`config.mk`:
```
export PLATFORM = sky130hd
export DESIGN_NAME = input_event_conditioner
export DESIGN_NICKNAME = d
export VERILOG_FILES = /design/src/rtl/input_event_conditioner.sv
export SDC_FILE = /design/constraint.sdc
export NUM_CORES = 1
export LEC_CHECK = 0
export ABC_CLOCK_PERIOD_IN_PS = 7500
export CORE_AREA = 2 2 125 127
export CTS_CLUSTER_DIAMETER = 100
export DETAILED_ROUTE_END_ITERATION = 7
export DIE_AREA = 0 0 127 129
export PLACE_DENSITY = 0.88
export SLEW_MARGIN = 20
export SYNTH_ARGS = -nofsm -noshare
export SYNTH_HDL_FRONTEND = slang
export SYNTH_SLANG_ARGS = --single-unit
```
`constraint.sdc`:
```
create_clock -name Clock -period 7.5 [get_ports Clock]
set_input_delay 0.75 -clock Clock [delete_from_list [all_inputs] [get_ports Clock]]
set_output_delay 0.75 -clock Clock [all_outputs]
set_load 0.05 [all_outputs]
```
`src/rtl/input_event_conditioner.sv`:
```
// Button/rotary front end: 2-FF sync, per-input debounce, edge-to-event coding,
// per-source pending flags, lowest-code arbiter and a 4-entry event FIFO.
// Ports:
//   Clock, Reset            : system clock, async active-high reset
//   iBtnNorth..iRotB        : raw asynchronous switch/rotary inputs
//   iEventAck               : pop FIFO head (ignored when empty)
//   iClearOverrun           : clear sticky overrun flag
//   oEventValid/oEventCode  : FIFO non-empty / head event code (1..7)
//   oBtnLevel               : debounced {center,west,east,south,north}
//   oOverrun                : sticky, an event was dropped
module input_event_conditioner #(
    parameter int DEBOUNCE_CYCLES = 500000,
    parameter int ROT_CYCLES      = 5000,
    parameter int CNT_W           = 20
) (
    input  logic       Clock,
    input  logic       Reset,
    input  logic       iBtnNorth,
    input  logic       iBtnSouth,
    input  logic       iBtnEast,
    input  logic       iBtnWest,
    input  logic       iRotCenter,
    input  logic       iRotA,
    input  logic       iRotB,
    input  logic       iEventAck,
    input  logic       iClearOverrun,
    output logic       oEventValid,
    output logic [2:0] oEventCode,
    output logic [4:0] oBtnLevel,
    output logic       oOverrun
);

    localparam int NIN = 7;
    localparam logic [CNT_W-1:0] DB_LIM  = CNT_W'(DEBOUNCE_CYCLES - 1);
    localparam logic [CNT_W-1:0] ROT_LIM = CNT_W'(ROT_CYCLES - 1);

    // Bit order: 0 N, 1 S, 2 E, 3 W, 4 C, 5 A, 6 B
    logic [NIN-1:0] raw;
    assign raw = {iRotB, iRotA, iRotCenter, iBtnWest,
                  iBtnEast, iBtnSouth, iBtnNorth};

    logic [NIN-1:0]   sync1_q, sync2_q;
    logic [NIN-1:0]   lvl_q, lvl_d;
    logic [5:0]       lvl_prev_q;
    logic [CNT_W-1:0] cnt_q [NIN];
    logic [CNT_W-1:0] cnt_d [NIN];

    logic [6:0]       pend_q, pend_d;
    logic [6:0]       ev, gnt;
    logic [5:0]       rise;
    logic             ovr_q, ovr_d;

    logic [2:0]       mem_q [4];
    logic [1:0]       wr_ptr_q, rd_ptr_q;
    logic [2:0]       fcnt_q, fcnt_d;
    logic             push, pop, can_push, found;
    logic [2:0]       push_code;

    // Debounce: counter runs only while synced value disagrees with level
    always_comb begin
        lvl_d = lvl_q;
        for (int i = 0; i < NIN; i++) begin
            cnt_d[i] = '0;
            if (sync2_q[i] != lvl_q[i]) begin
                if (cnt_q[i] == ((i < 5) ? DB_LIM : ROT_LIM)) begin
                    lvl_d[i] = sync2_q[i];
                end else begin
                    cnt_d[i] = cnt_q[i] + CNT_W'(1);
                end
            end
        end
    end

    // Rising edges of the debounced levels; rotation direction from filtered B
    assign rise  = lvl_q[5:0] & ~lvl_prev_q;
    assign ev    = {rise[5] & lvl_q[6], rise[5] & ~lvl_q[6], rise[4:0]};

    assign pop      = iEventAck & (fcnt_q != 3'd0);
    assign can_push = (fcnt_q != 3'd4) | pop;

    // Lowest-code pending source wins the FIFO slot
    always_comb begin
        gnt       = '0;
        push      = 1'b0;
        push_code = 3'd0;
        found     = 1'b0;
        for (int i = 0; i < 7; i++) begin
            if (!found && pend_q[i]) begin
                found = 1'b1;
                if (can_push) begin
                    gnt[i]    = 1'b1;
                    push      = 1'b1;
                    push_code = 3'(i + 1);
                end
            end
        end
    end

    // An event hitting an already-set flag is dropped, even if that flag
    // is being granted this same cycle.
    assign pend_d = (pend_q & ~gnt) | (ev & ~pend_q);
    assign ovr_d  = (|(ev & pend_q)) | (ovr_q & ~iClearOverrun);

    always_comb begin
        fcnt_d = fcnt_q;
        case ({push, pop})
            2'b10:   fcnt_d = fcnt_q + 3'd1;
            2'b01:   fcnt_d = fcnt_q - 3'd1;
            default: fcnt_d = fcnt_q;
        endcase
    end

    always_ff @(posedge Clock or posedge Reset) begin
        if (Reset) begin
            sync1_q    <= '0;
            sync2_q    <= '0;
            lvl_q      <= '0;
            lvl_prev_q <= '0;
            for (int i = 0; i < NIN; i++) begin
                cnt_q[i] <= '0;
            end
            pend_q     <= '0;
            ovr_q      <= 1'b0;
            for (int i = 0; i < 4; i++) begin
                mem_q[i] <= '0;
            end
            wr_ptr_q   <= '0;
            rd_ptr_q   <= '0;
            fcnt_q     <= '0;
        end else begin
            sync1_q    <= raw;
            sync2_q    <= sync1_q;
            lvl_q      <= lvl_d;
            lvl_prev_q <= lvl_q[5:0];
            for (int i = 0; i < NIN; i++) begin
                cnt_q[i] <= cnt_d[i];
            end
            pend_q     <= pend_d;
            ovr_q      <= ovr_d;
            if (push) begin
                mem_q[wr_ptr_q] <= push_code;
                wr_ptr_q        <= wr_ptr_q + 2'd1;
            end
            if (pop) begin
                rd_ptr_q <= rd_ptr_q + 2'd1;
            end
            fcnt_q     <= fcnt_d;
        end
    end

    assign oEventValid = (fcnt_q != 3'd0);
    assign oEventCode  = oEventValid ? mem_q[rd_ptr_q] : 3'd0;
    assign oBtnLevel   = lvl_q[4:0];
    assign oOverrun    = ovr_q;

endmodule

```
Word level (Yosys, flattened, before mapping)
Cells that the tools add are included.

word-level totals
  register bits = 194
  input port bits = 11
  bits in read-only memories = 0
  RAM bits = 0
  word-level logic and storage cells = 160
  output and inout bits = 10
  latch bits = 0
  memories kept = 0

operators by class
  add/subtract/negate cells = 11
  $mul = 0
  muxes and demuxes = 62
  bitwise gates (word level) = 18
  reduce and logical (&&, ||, !) cells = 23
  $lt $le $gt $ge = 3
  divide/modulo/power cells = 0
  equal/unequal tests = 17
  shift operators = 0

operators by type and width
  operator                                                  number
  2-to-1 mux 20 bit                                         14
  adder 20 x 1 -> 20 bit, second input constant             7
  == test 20 x 19 -> 1 bit, second input constant           5
  2-to-1 mux 3 bit                                          16
  == test 20 x 13 -> 1 bit, second input constant           2
  2-to-1 mux 1 bit                                          28
  bitwise AND 7 bit                                         3
  NOT 7 bit                                                 2
  AND reduction 2 bit                                       7
  bitwise mux 12 bit                                        1
  logical AND 1 bit                                         7
  inequality test 1 bit                                     7
  bitwise OR 7 bit                                          1
  OR reduction 7 bit                                        1
  bitwise AND 6 bit                                         1
  binary-select mux 3 bit (select 2 bit)                    1
  demux 3 bit (select 2 bit)                                1
  greater-or-equal comparator 3 bit, second input constant  2
  zero test 1 bit                                           6
  NOT 2 -> 3 bit                                            2
  NOT 6 bit                                                 1
  one-hot mux 3 bit (2 select lines)                        1
  adder 2 x 1 -> 2 bit, second input constant               2
  bitwise AND 1 bit                                         4
  other kinds (10)                                          12

Logic depth before layout (Yosys ltp)
Gate-level depths: netlist of the first run.

  word-level depth = 22
  depth in mapped cells = 10
  depth with buffers taken out = 9

Least setup slack after synthesis of the first run
Ideal clock, no wire load.

  path type = in2reg
  start point = in iEventAck
  end point = reg fcnt_q[2]
  path buffers = 1
  library setup time = 0.079 ns
  data required time = 7.421 ns
  arrival = 2.637 ns
  stages on the path = 10
  setup slack = 4.783 ns
  cell sequence = nor4b_1 > a21oi_1 > clkbuf_1 > inv_1 > ha_1 > inv_1 > fa_1 > xor2_1 > nor2_1 > xor2_1

between the ends
  longest elaborated chain between the ends = 18
  elaborated cells on any way between the ends = 20
  classes of those cells = eq/ne: 2; mux: 15; bitwise: 2; reduce/logical: 1

RTL lines
  element                                                                   RTL line  source
  start, declared                                                           25        input logic iEventAck,
  bitwise AND 1 bit *                                                       78        assign pop = iEventAck & (fcnt_q != 3'd0);
  bitwise OR 1 bit                                                          79        assign can_push = (fcnt_q != 3'd4) | pop;
  2-to-1 mux 1 bit                                                          90        if (can_push) begin
  2-to-1 mux 1 bit                                                          88        if (!found && pend_q[i]) begin
  2-to-1 mux 1 bit                                                          90
  2-to-1 mux 1 bit                                                          88
  2-to-1 mux 1 bit                                                          90
  2-to-1 mux 1 bit                                                          88
  [... 2 more ...]                                                          -
  2-to-1 mux 1 bit                                                          90
  2-to-1 mux 1 bit                                                          88
  2-to-1 mux 1 bit                                                          90
  2-to-1 mux 1 bit                                                          88
  2-to-1 mux 1 bit                                                          90
  2-to-1 mux 1 bit                                                          88
  == test 2 x 1 -> 1 bit or == test 2 bit (tied branches)                   106       case ({push, pop})
  one-hot mux 3 bit (2 select lines) or nonzero test 2 bit (tied branches)  -
  end signal, assigned                                                      147       fcnt_q <= fcnt_d;
  end, declared                                                             55        logic [2:0] fcnt_q, fcnt_d;

Mark *: on every way between the ends. The rest lies on a longest branch, timed or not.
A chain may end at the register's enable or synchronous reset.

Worst setup path in the final report of the first run
Same ends and word-level chain as after synthesis.

==> results of run 1 <==
## through the flow
step           power (uW)  setup slack, ns  hold WS [ns]  cells  util (%)
3_3_place_gp         1510             4.14         0.335   1099      64.0
3_5_place_dp         1530             3.97         0.335   1099      64.0
5_1_grt              2590             4.20         0.352   1131      68.3
4_1_cts              2500             4.40         0.350   1131      68.3
2_1_floorplan        1440             1.47         0.331    908         -
6_report             2480             4.41         0.349   1131      68.3
## kinds of logic after synthesis
logic type / after synthesis / synth area share (%)
AO/OA/AOI/OAI: 101 / 6.56
XOR/XNOR: 104 / 9.90
adder cells (fa/ha/maj): 13 / 1.85
buffers and inverters: 62 / 2.82
flip-flops: 194 / 52.8
multiplexers: 20 / 2.79
AND/OR/NAND/NOR: 414 / 23.3
## registers in the layout, indices dropped and copies added, names as in the netlist
name	flops
sync2_q	7
wr_ptr_q	2
rd_ptr_q	2
oOverrun	1
mem_q	12
lvl_prev_q	6
pend_q	7
lvl_q	7
sync1_q	7
fcnt_q	3
cnt_q	140
## power by group
| part | switching (uW) | internal (uW) |
|---|---|---|
| registers | 56.1 | 1110 |
| logic | 202 | 145 |
| clock network | 395 | 576 |
| total | 653 | 1830 |
## area by class of cell
cell class	instances	share of cell area, %
well taps	188	2.30
flip-flops and latches	194	47.5
repair buffers	26	2.43
clock buffers	19	4.43
multi-input cells	652	40.1
inverters	39	1.50
clock inverters	13	1.80
## worst register-to-register path, cell delays in order, from the launching register on
cell and delay [ns]:
dfrtp_1 0.42, nor4b_1 0.71, a21oi_1 0.38, inv_1 0.14, ha_1 0.21, inv_1 0.07
fa_1 0.39, xor2_1 0.16, nor2_1 0.12, xor2_1 0.15
## placed cells by master, fill, tap and decap left out, types with 3 or more instances in the layout
| master | synthesis | routed |
|---|---|---|
| dfrtp_1 | 194 | 194 |
| nor2_1 | 128 | 128 |
| xnor2_1 | 65 | 65 |
| nand2_1 | 54 | 54 |
| nand3_1 | 49 | 49 |
| a21oi_1 | 46 | 46 |
| xor2_1 | 39 | 39 |
| inv_1 | 39 | 38 |
| nand4_1 | 35 | 35 |
| o21ai_0 | 29 | 29 |
| or3_1 | 28 | 28 |
| nor4_1 | 26 | 26 |
| nor3_1 | 24 | 24 |
| clkdlybuf4s50_1 | 0 | 20 |
| or4_1 | 17 | 17 |
| clkbuf_16 | 0 | 17 |
| mux2_2 | 15 | 15 |
| ha_1 | 12 | 12 |
| and4_1 | 11 | 11 |
| nor4b_1 | 10 | 10 |
| o31ai_1 | 11 | 9 |
| and2_1 | 8 | 8 |
| and3_1 | 5 | 5 |
| nor2b_1 | 5 | 5 |
| clkinv_4 | 0 | 5 |
| buf_4 | 5 | 5 |
| nand2b_1 | 4 | 4 |
| bufinv_16 | 0 | 4 |
| clkinv_2 | 0 | 4 |
| o31ai_2 | 1 | 3 |
| mux4_2 | 3 | 3 |
## final timing paths
path / end / cells past startpoint
setup / recovery: fcnt_q[2]$_DFFE_PP0P_ / 10
hold / removal: sync2_q[1]$_DFF_PP0_ / 0
setup reg to reg: fcnt_q[2]$_DFFE_PP0P_ / 9
hold reg to reg: sync2_q[1]$_DFF_PP0_ / 0
max in group asynchronous: cnt_q[18]$_DFF_PP0_ / 3
min in group asynchronous: cnt_q[87]$_DFF_PP0_ / 2
## metal layers
layer	up-vias	part of all wire (%)
met5	-	0.091
met4	2	1.6
met3	30	3.9
met2	131	50
met1	3335	45
li1	3245	-
==> flow_summary.json, run 1 <==
{
  "tightest_slew_ns": 1.04,
  "critPathCaptureType": "flop",
  "synth_flop_cell": "dfrtp_1",
  "antenna_found_initial": 1,
  "synth_area_per_cell_um2": 10.1,
  "pin_count": 21,
  "r2r_setup_slack_ns": 4.67,
  "clock-sinks": 194,
  "grt_pass1_wl_um": 31000,
  "vias": 6743,
  "ctsLongestPathBuffers": 2,
  "tns_ns": 0,
  "placed_area_mm2": 0.00959,
  "setup_viol": 0,
  "drv_slew": 0,
  "syn_inst": 908,
  "cpPeakStageDelay_ns": 0.67,
  "start_util_pct": 61.4,
  "top_usage_layer": "met2",
  "crit_family": "simple AND/OR/NAND/NOR gates",
  "synth_top_area_share_pct": 52.8,
  "leakage_uw": 0.00413,
  "cp.buffers_inverters": 3,
  "min_from": "sync1_q[1]$_DFF_PP0_",
  "cp_slowest_cell": "nor4b_1",
  "portBuffers": 20,
  "fp-row-count": 45,
  "fp.dieArea_mm2": 0.0164,
  "startpoint": "iEventAck",
  "fmax_mhz": 323,
  "area_growth_pct": 11.2,
  "dp_hpwl_um": 11200,
  "coreArea_mm2": 0.0150,
  "synth_edf_count": 0,
  "criticalPathCategory": "in2reg",
  "synth_most_common_cell": "dfrtp_1",
  "grt_use_met2_pct": 38.4,
  "status": "completed",
  "cts-htree-levels": 4,
  "drc": 0,
  "die_w_um": 127,
  "fillers": 1091,
  "multi_input_comb_area_mm2": 0.00410,
  "grt_pass1_vias": 6714,
  "power.density_mw_per_mm2": 243,
  "cp-start-kind": "input pin",
  "ir_drop_uv": 170,
  "cp.arrival_ns": 3.46,
  "drt_iter0_drc": 487,
  "wl_per_cell_um": 15.6,
  "dr.pass1.iters": 5,
  "holdBufCountCts": 0,
  "viasPerCell": 5.96,
  "synth_nets": 932,
  "ys_top_cells_by_area": "dfrtp_1 53%, xnor2_1 6.2%, nor2_1 5.2%",
  "synth_warnings": 0,
  "yosysTopAreaCell": "dfrtp_1",
  "antennaDiodeCount": 0,
  "clock_latency_ns": 0.44,
  "maxCapViolCount": 0,
  "synth_common_cells": "194 x dfrtp_1, 128 x nor2_1, 65 x xnor2_1",
  "post-cts-setup-buffer-count": 0,
  "rsz0062_at_grt": "false",
  "synth_cell_types": 50,
  "tritoncts": "built",
  "postRouteAntennaNets": 0,
  "period_share_pct": 41.2,
  "die_height_um": 129,
  "grt_usage_pct": 23.4,
  "synth-seq-area-share_pct": 52.8,
  "seq_area_mm2": 0.00485,
  "timing.rr.start": "fcnt_q[0]$_DFFE_PP0P_",
  "ys_seq_elements": 194,
  "wirelength_um": 17600,
  "path_clk_slew_ns": 0.07,
  "hold_path_class": "reg2reg",
  "final_cell_area_mm2": 0.0102,
  "crit_chain": "clkdlybuf4s50_1 -> nor4b_1 -> a21oi_1 -> inv_1 -> ha_1 -> inv_1 -> fa_1 -> xor2_1 -> nor2_1 -> xor2_1",
  "clock_tree.root_cell": "clkbuf_16",
  "grt-ovfl-total": 0,
  "max_slew_margin_pct": 30.4,
  "worst_clock_skew_ns": 0.00765,
  "place.gp.congestion": 0.838,
  "cts_resized": 0,
  "grt_util_met1_pct": 30.2,
  "min_period_ns": 3.09,
  "cts_made_buffers": 17,
  "grt_max_degree": 109,
  "use_met3_pct": 6.28,
  "netlist_area_mm2": 0.00920,
  "critPathRequiredTime_ns": 7.86,
  "async_flop_share_pct": 100,
  "path_max_fanout": 12,
  "drive_gt1_share_pct": 7.32,
  "hold_viol_final": 0,
  "fin_nets": 954
}
No activity file was read; power rests on OpenSTA's default activity.
==> run 2, diff against run 1 <==
Settings changed: ABC_CLOCK_PERIOD_IN_PS 7500 to 3000.
Clock period 7.5 ns to 3 ns, I/O delays scaled along.
==> flow_summary.json, run 2 (synthesis results as in run 1) <==
{
  "status": "completed",
  "combPwrFrac_pct": 15.0,
  "viasPerCell": 5.92,
  "most-common-layout-cells": "194 x dfrtp_1, 128 x nor2_1, 65 x xnor2_1",
  "fp-row-count": 45,
  "grt_pass1_wl_um": 30400,
  "worst_clock_skew_ns": 0.00875,
  "wirelength_um": 17500,
  "grt_max_degree": 129,
  "path_max_fanout": 5,
  "fmax_mhz": 382,
  "cts_resized": 0,
  "grt_pass1_vias": 6569,
  "power.density_mw_per_mm2": 579,
  "die_w_um": 127,
  "fp.dieArea_mm2": 0.0164,
  "fin_cells": 1134,
  "hold_path_class": "in2reg",
  "maxCapViolCount": 0,
  "start_util_pct": 61.4,
  "whs_path_depth": 1,
  "top_layer": "met4",
  "min_from": "iBtnNorth",
  "clock-sinks": 194,
  "area_growth_pct": 10.4,
  "dp_hpwl_um": 11800,
  "rsz0062_at_grt": "false",
  "drive_gt1_share_pct": 7.19,
  "p_sw_uw": 1600,
  "clock_latency_ns": 0.43,
  "path_clk_slew_ns": 0.06,
  "p_clk_share_pct": 35.3,
  "postRouteAntennaNets": 0,
  "dp.cells": 1104,
  "coreArea_mm2": 0.0150,
  "die_height_um": 129,
  "ir_drop_uv": 475,
  "timing.rr.start": "fcnt_q[0]$_DFFE_PP0P_",
  "antennaDiodeCount": 0,
  "cts_made_buffers": 17,
  "drt_iter0_drc": 489,
  "fillers": 1122,
  "place_ws_ns": 0.306,
  "portBuffers": 20,
  "power.total_uw": 5870,
  "period_share_pct": 87.2,
  "drc": 0,
  "max_slew_margin_pct": 39.3,
  "r2r_setup_slack_ns": 0.54,
  "fin_nets": 959,
  "tightest_slew_ns": 0.910,
  "grt_usage_pct": 22.8,
  "wl_per_cell_um": 15.4,
  "largest_register": "cnt_q",
  "internal_power_uw": 4280,
  "dr.pass1.iters": 5,
  "wl_met1_um": 7820,
  "grt-ovfl-total": 0,
  "r2r-end": "fcnt_q[2]$_DFFE_PP0P_",
  "cts-htree-levels": 4,
  "criticalPathCategory": "reg2out",
  "post-cts-setup-buffer-count": 0,
  "antenna_found_initial": 0,
  "tritoncts": "built",
  "critPathCaptureType": "output port",
  "share_seq_of_total_power_pct": 49.7,
  "leakage_uw": 0.00409,
  "r2r_cells": 9,
  "largest_register_ffs": 140,
  "pin_count": 21,
  "min_to": "sync1_q[0]$_DFF_PP0_",
  "holdBufCountCts": 0,
  "drv_slew": 0,
  "place.gp.congestion": 0.828,
  "wl_met3_um": 508,
  "cp.arrival_ns": 2.32,
  "critPathRequiredTime_ns": 2.70,
  "holdWs_ns": 0.303,
  "sw_frac_of_total_pct": 27.2,
  "top_regs": "cnt_q x140, mem_q x12",
  "setup_viol": 0,
  "dr_wl_met2_um": 8890,
  "cp-start-kind": "flop",
  "hold_viol_final": 0,
  "final_common_cell": "dfrtp_1",
  "min_period_ns": 2.62,
  "vias": 6715,
  "ctsLongestPathBuffers": 2,
  "clock_tree.root_cell": "clkbuf_16",
  "fin_ws_ns": 0.385,
  "tns_ns": 0
}
==> run 2: worst max-delay path by stage <==
stage,from,end,slack [ns],cells after the start
2_1_floorplan,Reset,cnt_q[0]$_DFF_PP0_,0.20,1
3_5_place_dp,iEventAck,fcnt_q[2]$_DFFE_PP0P_,0.31,10
6_report,rd_ptr_q[0]$_DFFE_PP0P_,oEventCode[1],0.38,3
3_3_place_gp,iEventAck,fcnt_q[2]$_DFFE_PP0P_,0.43,10
4_1_cts,rd_ptr_q[0]$_DFFE_PP0P_,oEventCode[2],0.36,3
5_1_grt,rd_ptr_q[0]$_DFFE_PP0P_,oEventCode[1],0.30,3
==> run 2: layer usage <==
layer / up-vias / GRT usage [%]
li1: 3253 / -
met1: 3314 / 29.7
met2: 121 / 39.0
met3: 27 / 3.99
met4: 0 / 7.95
met5: - / 0
==> run 2: stage by stage <==
step / util [%] / area, um2
after global placement: 64.3 / 9630
after CTS: 67.8 / 10200
after floorplan: - / 9200
final: 67.8 / 10200
after detailed placement: 64.3 / 9630
after global routing: 67.8 / 10200
==> run 2: layout make-up <==
class / instances / area (um2) / share of cell area (%)
Clock inverter: 10 / 87.6 / 0.863
Inverter: 39 / 150 / 1.48
Tap cell: 188 / 235 / 2.32
Clock buffer: 20 / 437 / 4.30
Timing Repair Buffer: 31 / 295 / 2.91
Sequential cell: 194 / 4850 / 47.8
Multi-Input combinational cell: 652 / 4090 / 40.3
==> run 2: power by group through the flow <==
| stage | Combinational, uW | Clock (uW) | Sequential, uW |
|---|---|---|---|
| 2_1_floorplan | 689 | 0 | 2910 |
| 3_3_place_gp | 837 | 0 | 2950 |
| 3_5_place_dp | 874 | 0 | 2960 |
| 4_1_cts | 893 | 2110 | 2920 |
| 5_1_grt | 982 | 2210 | 2940 |
| 6_report | 884 | 2070 | 2920 |
==> run 2: worst max-delay path, stage by stage, from the launching register on <==
cell	delay, ns
dfrtp_1	0.50
mux4_2	0.53
and2_1	0.16
clkdlybuf4s50_1	0.69
==> run 3, diff against run 2 <==
Settings changed: ABC_CLOCK_PERIOD_IN_PS 3000 to 2800.
Clock period 3 ns to 2.8 ns, I/O delays scaled along.
==> flow_summary.json, run 3 (synthesis results as in run 1) <==
{
  "cts_resized": 0,
  "grt_pass1_vias": 6655,
  "criticalPathCategory": "reg2out",
  "most-common-layout-cells": "194 x dfrtp_1, 128 x nor2_1, 65 x xnor2_1",
  "fin_nets": 963,
  "drv_slew": 0,
  "dr.pass1.iters": 5,
  "fp.dieArea_mm2": 0.0164,
  "fp-row-count": 45,
  "grt-ovfl-total": 0,
  "dp_hpwl_um": 11500,
  "timing.rr.start": "pend_q[4]$_DFF_PP0_",
  "r2r_setup_slack_ns": 0.56,
  "cts_made_buffers": 17,
  "postRouteAntennaNets": 0,
  "area_growth_pct": 11.2,
  "top_regs": "cnt_q x140, mem_q x12",
  "max_slew_margin_pct": 43.7,
  "grt_usage_pct": 23.5,
  "grt_pass1_wl_um": 31000,
  "final_cell_area_mm2": 0.0102,
  "cts-htree-levels": 4,
  "fmax_mhz": 384,
  "holdBufCountCts": 0,
  "cp-endpoint": "oEventCode[2]",
  "leakage_uw": 0.00413,
  "viasPerCell": 5.92,
  "rsz0062_at_grt": "false",
  "cp.arrival_ns": 2.32,
  "place.gp.congestion": 0.832,
  "min_period_ns": 2.60,
  "post-cts-setup-buffer-count": 0,
  "antennaDiodeCount": 0,
  "fin_ws_ns": 0.196,
  "wirelength_um": 17900,
  "r2r_cells": 9,
  "drc": 0,
  "largest_register_ffs": 140,
  "grt_max_degree": 101,
  "path_clk_slew_ns": 0.07,
  "ctsLongestPathBuffers": 2,
  "cp-start-kind": "flop",
  "drive_gt1_share_pct": 7.99,
  "dp.cells": 1108,
  "coreArea_mm2": 0.0150,
  "hold_path_class": "in2async",
  "period_share_pct": 93.0,
  "status": "completed",
  "critPathCaptureType": "output port",
  "critPathRequiredTime_ns": 2.52,
  "power.density_mw_per_mm2": 629,
  "final_common_cell": "dfrtp_1",
  "hold_viol_final": 0,
  "tns_ns": 0,
  "die_w_um": 127,
  "ir_drop_uv": 431,
  "vias": 6741,
  "r2r-end": "fcnt_q[2]$_DFFE_PP0P_",
  "setup_viol": 0,
  "fin_cells": 1139,
  "maxCapViolCount": 0,
  "path_max_fanout": 5,
  "clock_latency_ns": 0.44,
  "fillers": 1076,
  "clock_tree.root_cell": "clkbuf_16",
  "pin_count": 21,
  "tritoncts": "built",
  "die_height_um": 129,
  "drt_iter0_drc": 525,
  "clock-sinks": 194,
  "start_util_pct": 61.4,
  "portBuffers": 20,
  "placed_area_mm2": 0.00966,
  "place_ws_ns": 0.435,
  "wl_per_cell_um": 15.7,
  "startpoint": "rd_ptr_q[0]$_DFFE_PP0P_",
  "worst_clock_skew_ns": 0.00849,
  "antenna_found_initial": 0,
  "largest_register": "cnt_q",
  "tightest_slew_ns": 0.837
}
-- run 3: changes by cell type in the layout (fill, tap and decap cells not counted), sizes merged --
cell	before	now
buf	11	15
inv	40	43
clkbuf	20	18
clkinv	5	4
clkinvlp	3	4
-- run 3: through the flow --
| stage | util, % | hold slack, ns | total power (uW) |
|---|---|---|---|
| 5_1_grt | 68.3 | 0.0797 | 6730 |
| 6_report | 68.3 | 0.0926 | 6430 |
| 3_5_place_dp | 64.5 | 0.336 | 4120 |
| 2_1_floorplan | - | 0.311 | 3850 |
| 4_1_cts | 68.3 | 0.0826 | 6470 |
| 3_3_place_gp | 64.5 | 0.333 | 4070 |
-- run 3: cell type report --
class	instances	area, um2	area share, %
sequential	194	4850	47.5
multi-input combinational	652	4090	40.0
clock inverter	13	126	1.24
clock buffer	18	439	4.30
tap	188	235	2.30
timing repair buffer	35	325	3.18
inverter	39	150	1.47
-- run 3: where the power goes --
group	leakage, uW	internal, uW	switching [uW]
clock	0.000271	1260	1080
combinational	0.00124	412	550
sequential	0.00262	2970	151
total	0.00413	4640	1790
-- run 3: per-layer routing --
metal | up-vias | global-route usage, % | wire length [um]
li1 | 3264 | - | -
met1 | 3315 | 30.2 | 7820
met2 | 133 | 39.2 | 9030
met3 | 29 | 6.24 | 708
met4 | 0 | 8.40 | 311
met5 | - | 0 | 0
-- run 3: how the worst min path moves through the flow --
stage	from	to	slack, ns	depth (start not counted)
floorplan	iBtnNorth	sync1_q[0]$_DFF_PP0_	0.31	0
global placement	sync1_q[0]$_DFF_PP0_	sync2_q[0]$_DFF_PP0_	0.33	0
detailed placement	sync1_q[3]$_DFF_PP0_	sync2_q[3]$_DFF_PP0_	0.34	0
CTS	Reset	sync1_q[1]$_DFF_PP0_	0.08	2
global route	Reset	sync1_q[1]$_DFF_PP0_	0.08	2
finish	Reset	sync1_q[1]$_DFF_PP0_	0.09	2
-- run 3: critical path, cell delays in order (launching register included) --
cell and delay (ns):
dfrtp_1 0.50, mux4_2 0.54, and2_1 0.16, clkdlybuf4s50_1 0.69
